--- src/rtl/grf_pkg.sv ---
// Shared constants for the general register file: default geometry and the
// index of the hardwired zero register.
package grf_pkg;
  localparam int GRF_DATA_W = 32;
  localparam int GRF_ADDR_W = 5;
  localparam int GRF_NUM_RD = 2;
  localparam int GRF_PEND_W = 2;
  localparam int REG_ZERO   = 0;
endpackage

--- src/rtl/grf_sb_cnt.sv ---
// Saturating pending-write counter for one register. A simultaneous issue and
// write-back cancel out; a lone write-back at zero flags underflow.
module grf_sb_cnt
  import grf_pkg::*;
#(
  parameter int PEND_W = GRF_PEND_W
) (
  input  logic              clk,
  input  logic              reset,
  input  logic              inc,
  input  logic              dec,
  output logic [PEND_W-1:0] cnt,
  output logic              at_max,
  output logic              underflow
);

  logic [PEND_W-1:0] cnt_reg;
  logic [PEND_W-1:0] cnt_next;

  assign cnt    = cnt_reg;
  assign at_max = (cnt_reg == {PEND_W{1'b1}});

  always_comb begin
    cnt_next  = cnt_reg;
    underflow = 1'b0;
    if (inc && !dec) begin
      if (!at_max) cnt_next = cnt_reg + PEND_W'(1);
    end else if (dec && !inc) begin
      if (cnt_reg == '0) underflow = 1'b1;
      else               cnt_next  = cnt_reg - PEND_W'(1);
    end
  end

  always_ff @(posedge clk) begin
    if (reset) cnt_reg <= '0;
    else       cnt_reg <= cnt_next;
  end

endmodule

--- src/rtl/grf_sb.sv ---
// Register file with combinational bypassed reads, hardwired zero register,
// per-register pending-write scoreboard and a registered write-trace port.
module grf_sb
  import grf_pkg::*;
#(
  parameter int DATA_W = GRF_DATA_W,
  parameter int ADDR_W = GRF_ADDR_W,
  parameter int NUM_RD = GRF_NUM_RD,
  parameter int PEND_W = GRF_PEND_W
) (
  input  logic                     clk,
  input  logic                     reset,
  input  logic [NUM_RD*ADDR_W-1:0] rd_addr,
  output logic [NUM_RD*DATA_W-1:0] rd_data,
  output logic [NUM_RD-1:0]        rd_ready,
  input  logic                     we,
  input  logic [ADDR_W-1:0]        wa,
  input  logic [DATA_W-1:0]        wd,
  input  logic [31:0]              wpc,
  input  logic                     iss_valid,
  input  logic [ADDR_W-1:0]        iss_addr,
  output logic                     iss_ready,
  output logic                     trace_valid,
  output logic [31:0]              trace_pc,
  output logic [ADDR_W-1:0]        trace_addr,
  output logic [DATA_W-1:0]        trace_data,
  output logic [ADDR_W:0]          busy_cnt,
  output logic                     sb_err
);

  localparam int DEPTH = 1 << ADDR_W;
  localparam logic [ADDR_W-1:0] ZERO_IDX = ADDR_W'(REG_ZERO);

  // Storage must reset and read combinationally, so it maps to fabric registers.
  logic [DATA_W-1:0]             rf_reg [DEPTH];
  logic [DEPTH-1:0][PEND_W-1:0]  cnt_all;
  logic [DEPTH-1:0]              at_max_all;
  logic [DEPTH-1:0]              underflow_all;
  logic                          wb;
  logic                          iss_acc;
  logic                          sb_err_reg;
  logic [ADDR_W:0]               busy_next;

  assign wb        = we && (wa != ZERO_IDX);
  assign iss_ready = (iss_addr == ZERO_IDX) || !at_max_all[iss_addr];
  assign iss_acc   = iss_valid && iss_ready && (iss_addr != ZERO_IDX);

  assign cnt_all[0]       = '0;
  assign at_max_all[0]    = 1'b0;
  assign underflow_all[0] = 1'b0;

  genvar gi;
  generate
    for (gi = 1; gi < DEPTH; gi++) begin : g_cnt
      grf_sb_cnt #(.PEND_W(PEND_W)) u_cnt (
        .clk       (clk),
        .reset     (reset),
        .inc       (iss_acc && (iss_addr == ADDR_W'(gi))),
        .dec       (wb && (wa == ADDR_W'(gi))),
        .cnt       (cnt_all[gi]),
        .at_max    (at_max_all[gi]),
        .underflow (underflow_all[gi])
      );
    end
  endgenerate

  generate
    for (gi = 0; gi < NUM_RD; gi++) begin : g_rd
      logic [ADDR_W-1:0] addr;
      logic              hit;
      assign addr = rd_addr[gi*ADDR_W +: ADDR_W];
      assign hit  = wb && (wa == addr);
      assign rd_data[gi*DATA_W +: DATA_W] =
        (addr == ZERO_IDX) ? '0 : (hit ? wd : rf_reg[addr]);
      // A write landing this cycle retires the last outstanding write early.
      assign rd_ready[gi] = (cnt_all[addr] == '0) ||
                            ((cnt_all[addr] == PEND_W'(1)) && hit);
    end
  endgenerate

  always_ff @(posedge clk) begin
    if (reset) begin
      for (int i = 0; i < DEPTH; i++) rf_reg[i] <= '0;
    end else if (wb) begin
      rf_reg[wa] <= wd;
    end
  end

  always_ff @(posedge clk) begin
    if (reset) begin
      trace_valid <= 1'b0;
      trace_pc    <= '0;
      trace_addr  <= '0;
      trace_data  <= '0;
      sb_err_reg  <= 1'b0;
    end else begin
      trace_valid <= we;
      if (we) begin
        trace_pc   <= wpc;
        trace_addr <= wa;
        trace_data <= wd;
      end
      sb_err_reg <= sb_err_reg | (|underflow_all);
    end
  end

  assign sb_err = sb_err_reg;

  always_comb begin
    busy_next = '0;
    for (int i = 1; i < DEPTH; i++) begin
      if (cnt_all[i] != '0) busy_next = busy_next + (ADDR_W + 1)'(1);
    end
  end

  assign busy_cnt = busy_next;

endmodule

--- config.mk ---
export PLATFORM = sky130hd
export DESIGN_NAME = grf_sb
export DESIGN_NICKNAME = d
export VERILOG_FILES = /design/src/rtl/grf_pkg.sv /design/src/rtl/grf_sb_cnt.sv /design/src/rtl/grf_sb.sv
export SDC_FILE = /design/constraint.sdc
export NUM_CORES = 2
export LEC_CHECK = 0
export BUFFER_PORTS_ARGS = -buffer_cell sky130_fd_sc_hd__buf_2
export CAP_MARGIN = 25
export CORE_MARGIN = 2
export CORE_UTILIZATION = 47
export CTS_BUF_LIST = sky130_fd_sc_hd__clkbuf_4 sky130_fd_sc_hd__clkbuf_8
export DETAILED_ROUTE_END_ITERATION = 10
export GPL_ROUTABILITY_DRIVEN = 0
export SLEW_MARGIN = 10
export SYNTH_ARGS = -nofsm -noshare
export SYNTH_HDL_FRONTEND = slang
export SYNTH_SLANG_ARGS = --single-unit
--- constraint.sdc ---
create_clock -name clk -period 18.8 [get_ports clk]
set_input_delay 0.94 -clock clk [delete_from_list [all_inputs] [get_ports clk]]
set_output_delay 0.94 -clock clk [all_outputs]
set_load 0.005 [all_outputs]
==> reports/metrics.yaml <==
outcome:
  status: "finished clean"
detailed_routing:
  drc: 0
  antenna_left: 0
  met1_length_mm: 86.9
  wirelength_mm: 230
  wl_met2_mm: 109
  drt-pass1-iter-count: 6
  drt_iter0_drc: 5741
  vias_per_cell: 6.44
  met3_length_mm: 23.5
  dr.max_layer_used: "met5"
  avgRoutedWirePerCell_um: 32.3
  vias: 45766
worst_setup_path:
  cp.arrival_ns: 16.90
  crit_fanout: 10
  start_kind: "flip-flop"
  slowest_delay_ns: 0.38
  cp.required_ns: 17.86
  slowest_stage: "dfxtp_4"
  endpoint_kind: "output port"
  cp_top_family: "adder cells"
  path_buf_inv: 7
  cpMostUsedCell: "ha_1"
  crit_type: "reg2out"
global_routing:
  grt_pass1_wl_mm: 327
  antenna_found_initial: 18
  grt_use_total_pct: 31.5
  grt_max_degree: 114
  grt-ovfl-total: 0
  grt_pass1_vias: 45295
floorplan:
  initial_utilization_pct: 47.4
  die_w_um: 382
  die-area_sq_um: 146000
  rows: 138
  die_h_um: 382
  core-area_sq_um: 142000
  io_pins: 232
clocking:
  root_buffer: "clkbuf_8"
  cts_max_level: 4
  cts_tree: "built"
  numCtsBuffers: 201
  clock_path_buffers: 3
  clock_sinks: 1157
  clkSlewWorstSetupHoldPaths_ns: 0.06
  ctsHoldBuffers: 0
  clkLatencyLatePin_ns: 0.95
min_path:
  hold_path.class: "in2reg"
final_layout:
  final_util_pct: 52.7
  finalNonFillerCells: 7112
  largest_reg_flops: 1024
  area_delta_synth_final_pct: 11.1
  final_nets: 5150
  drive_above_1_share_pct: 29.3
synth:
  async_flop_share_pct: 0
  postSynthAreaPerCell_sq_um: 13.6
  ys_warn_count: 0
  ys.flop_type: "edfxtp_1"
  synth_area_sq_um: 67300
  ys_ff_latch: 1157
  synth_cells: 4937
  synth_edf_count: 1024
  ys_types: 96
  ys_seq_area_share_pct: 49.7
sta:
  setup_viol: 0
  finClkSkew_ns: 0.0171
  fin_crit_sh_pct: 94.9
  period_minus_slack_ns: 17.84
  max_slew_margin_pct: 27.3
  worst_slew_pin_slew_ns: 1.08
  fin_setup_tns_ns: 0
  hold_viol_final: 0
  fmax_mhz: 56.0
  slew_violations: 0
job:
  maxCapViolations: 0
placement:
  post-dp-hpwl_mm: 135
  io_buffers: 231
  dp_cells: 6706
power_and_ir_drop:
  ir_drop_v: 0.0000819
  cellLeakagePower_nw: 26.4
  finalPower_w: 0.00628
  p_per_area_nw_per_um2: 84.1
cell usage after synthesis, drive strengths merged (5+ instances only):
library cell	number	area, sq um
edfxtp	1024	30700
and2	998	6240
mux4	653	14700
clkbuf	394	1480
nor2	291	1110
mux2i	165	1650
nand2	137	514
dfxtp	133	2660
a211oi	122	921
o21ai	120	608
a21oi	116	581
xnor2	98	1030
buf	95	412
nand3	63	315
nor3	53	270
or2	50	313
xor2	41	430
nand2b	40	250
o21a	38	293
nor2b	32	200
ha	29	363
inv	26	97.6
o211ai	18	140
a31oi	15	93.8
xnor3	15	348
o22ai	12	75.1
mux2	11	124
nand4	11	68.8
nor4	11	83.8
a21o	9	67.6
and3	9	56.3
nor3b	8	65.1
or3	8	50.1
or4	8	60.1
o21bai	7	52.6
o31ai	7	66.3
a22oi	6	45.0
nand3b	6	45.0
o31a	5	43.8
worst reg2reg max path, cell delays in order, from the launching register on:
cell	delay, ns
dfxtp_1	0.40
nand3_1	0.12
o21ai_0	0.09
o21ai_0	0.38
o21ai_0	0.14
o2111ai_1	0.32
o31a_1	0.34
nand2_1	0.28
clkinv_1	0.24
nand4_1	0.41
o21ai_0	0.75
o22ai_1	0.33
a221oi_1	0.59
o2111ai_1	0.32
nor4_1	0.35
a21oi_1	0.11
power by group:
part	internal, W	leakage (nW)	switching, W	total (W)
registers	0.00294	10.9	0.0000676	0.00300
clock network	0.00128	2.21	0.00113	0.00241
logic	0.000380	13.3	0.000490	0.000870
cell usage in the layout (no fill, tap or decap), types with 118 or more instances in the layout:
master    count
clkbuf_8    217
edfxtp_1   1024
nor2_1      254
buf_4       118
mux4_2      653
and2_1      998
mux2i_1     165
buf_2       220
dfxtp_1     129
nand2_1     134
a211oi_1    120
layout make-up:
class                      count  area (sq um)
clock buffer                 281          3460
antenna                       14          35.0
timing repair buffer         351          2180
multi-input combinational   3295         32500
fill                       11842         67100
tap                         1890          2360
inverter                      27           101
clock inverter                97           679
sequential                  1157         33400
routing by layer:
metal | up-vias | track usage [%]
met2 | 2662 | 49.8
met5 | - | 0.0661
met4 | 10 | 13.9
li1 | 18975 | -
met3 | 586 | 7.25
met1 | 23533 | 41.6
cell families (layout without fill, tap and decap cells):
logic type,count (synthesis),after routing,synth area share (%)
and+or+nand+nor,1735,1735,14.5
DFF,1157,1157,49.7
muxes,829,829,24.5
buffers and inverters,516,756,2.96
AOI/OAI and AO/OA,512,512,4.98
xor gates and xnor gates,157,157,2.80
adders and majority gates,30,30,0.554
other,1,46,0.00558
path summary, 6_finish.rpt:
kind                          to  cells past startpoint                    from  slack [ns]
setup / recovery     busy_cnt[4]                     93   g_cnt[2].u_cnt.cnt[1]        0.96
hold / removal      trace_pc[13]                      3                 wpc[13]        0.20
setup reg to reg          sb_err                     15  g_cnt[17].u_cnt.cnt[0]       13.49
hold reg to reg   trace_data[22]                      2          trace_data[22]        0.48
stage by stage:
stage	setup WS, ns	hold slack, ns	area (sq um)
finish	0.957	0.202	74700
global route	-0.0706	0.171	74700
detailed placement	0.836	0.472	70200
global placement	1.16	0.467	70200
CTS	0.0136	0.137	74400
floorplan	3.22	0.467	67400
repair_timing:
action                     4_1_cts  5_1_grt
gates resized for setup          5       39
pin swaps                        1       12
gates cloned                     0        0
setup endpoints to repair        1        5
setup buffers                    0       14
(Power assumes the default switching activity.)
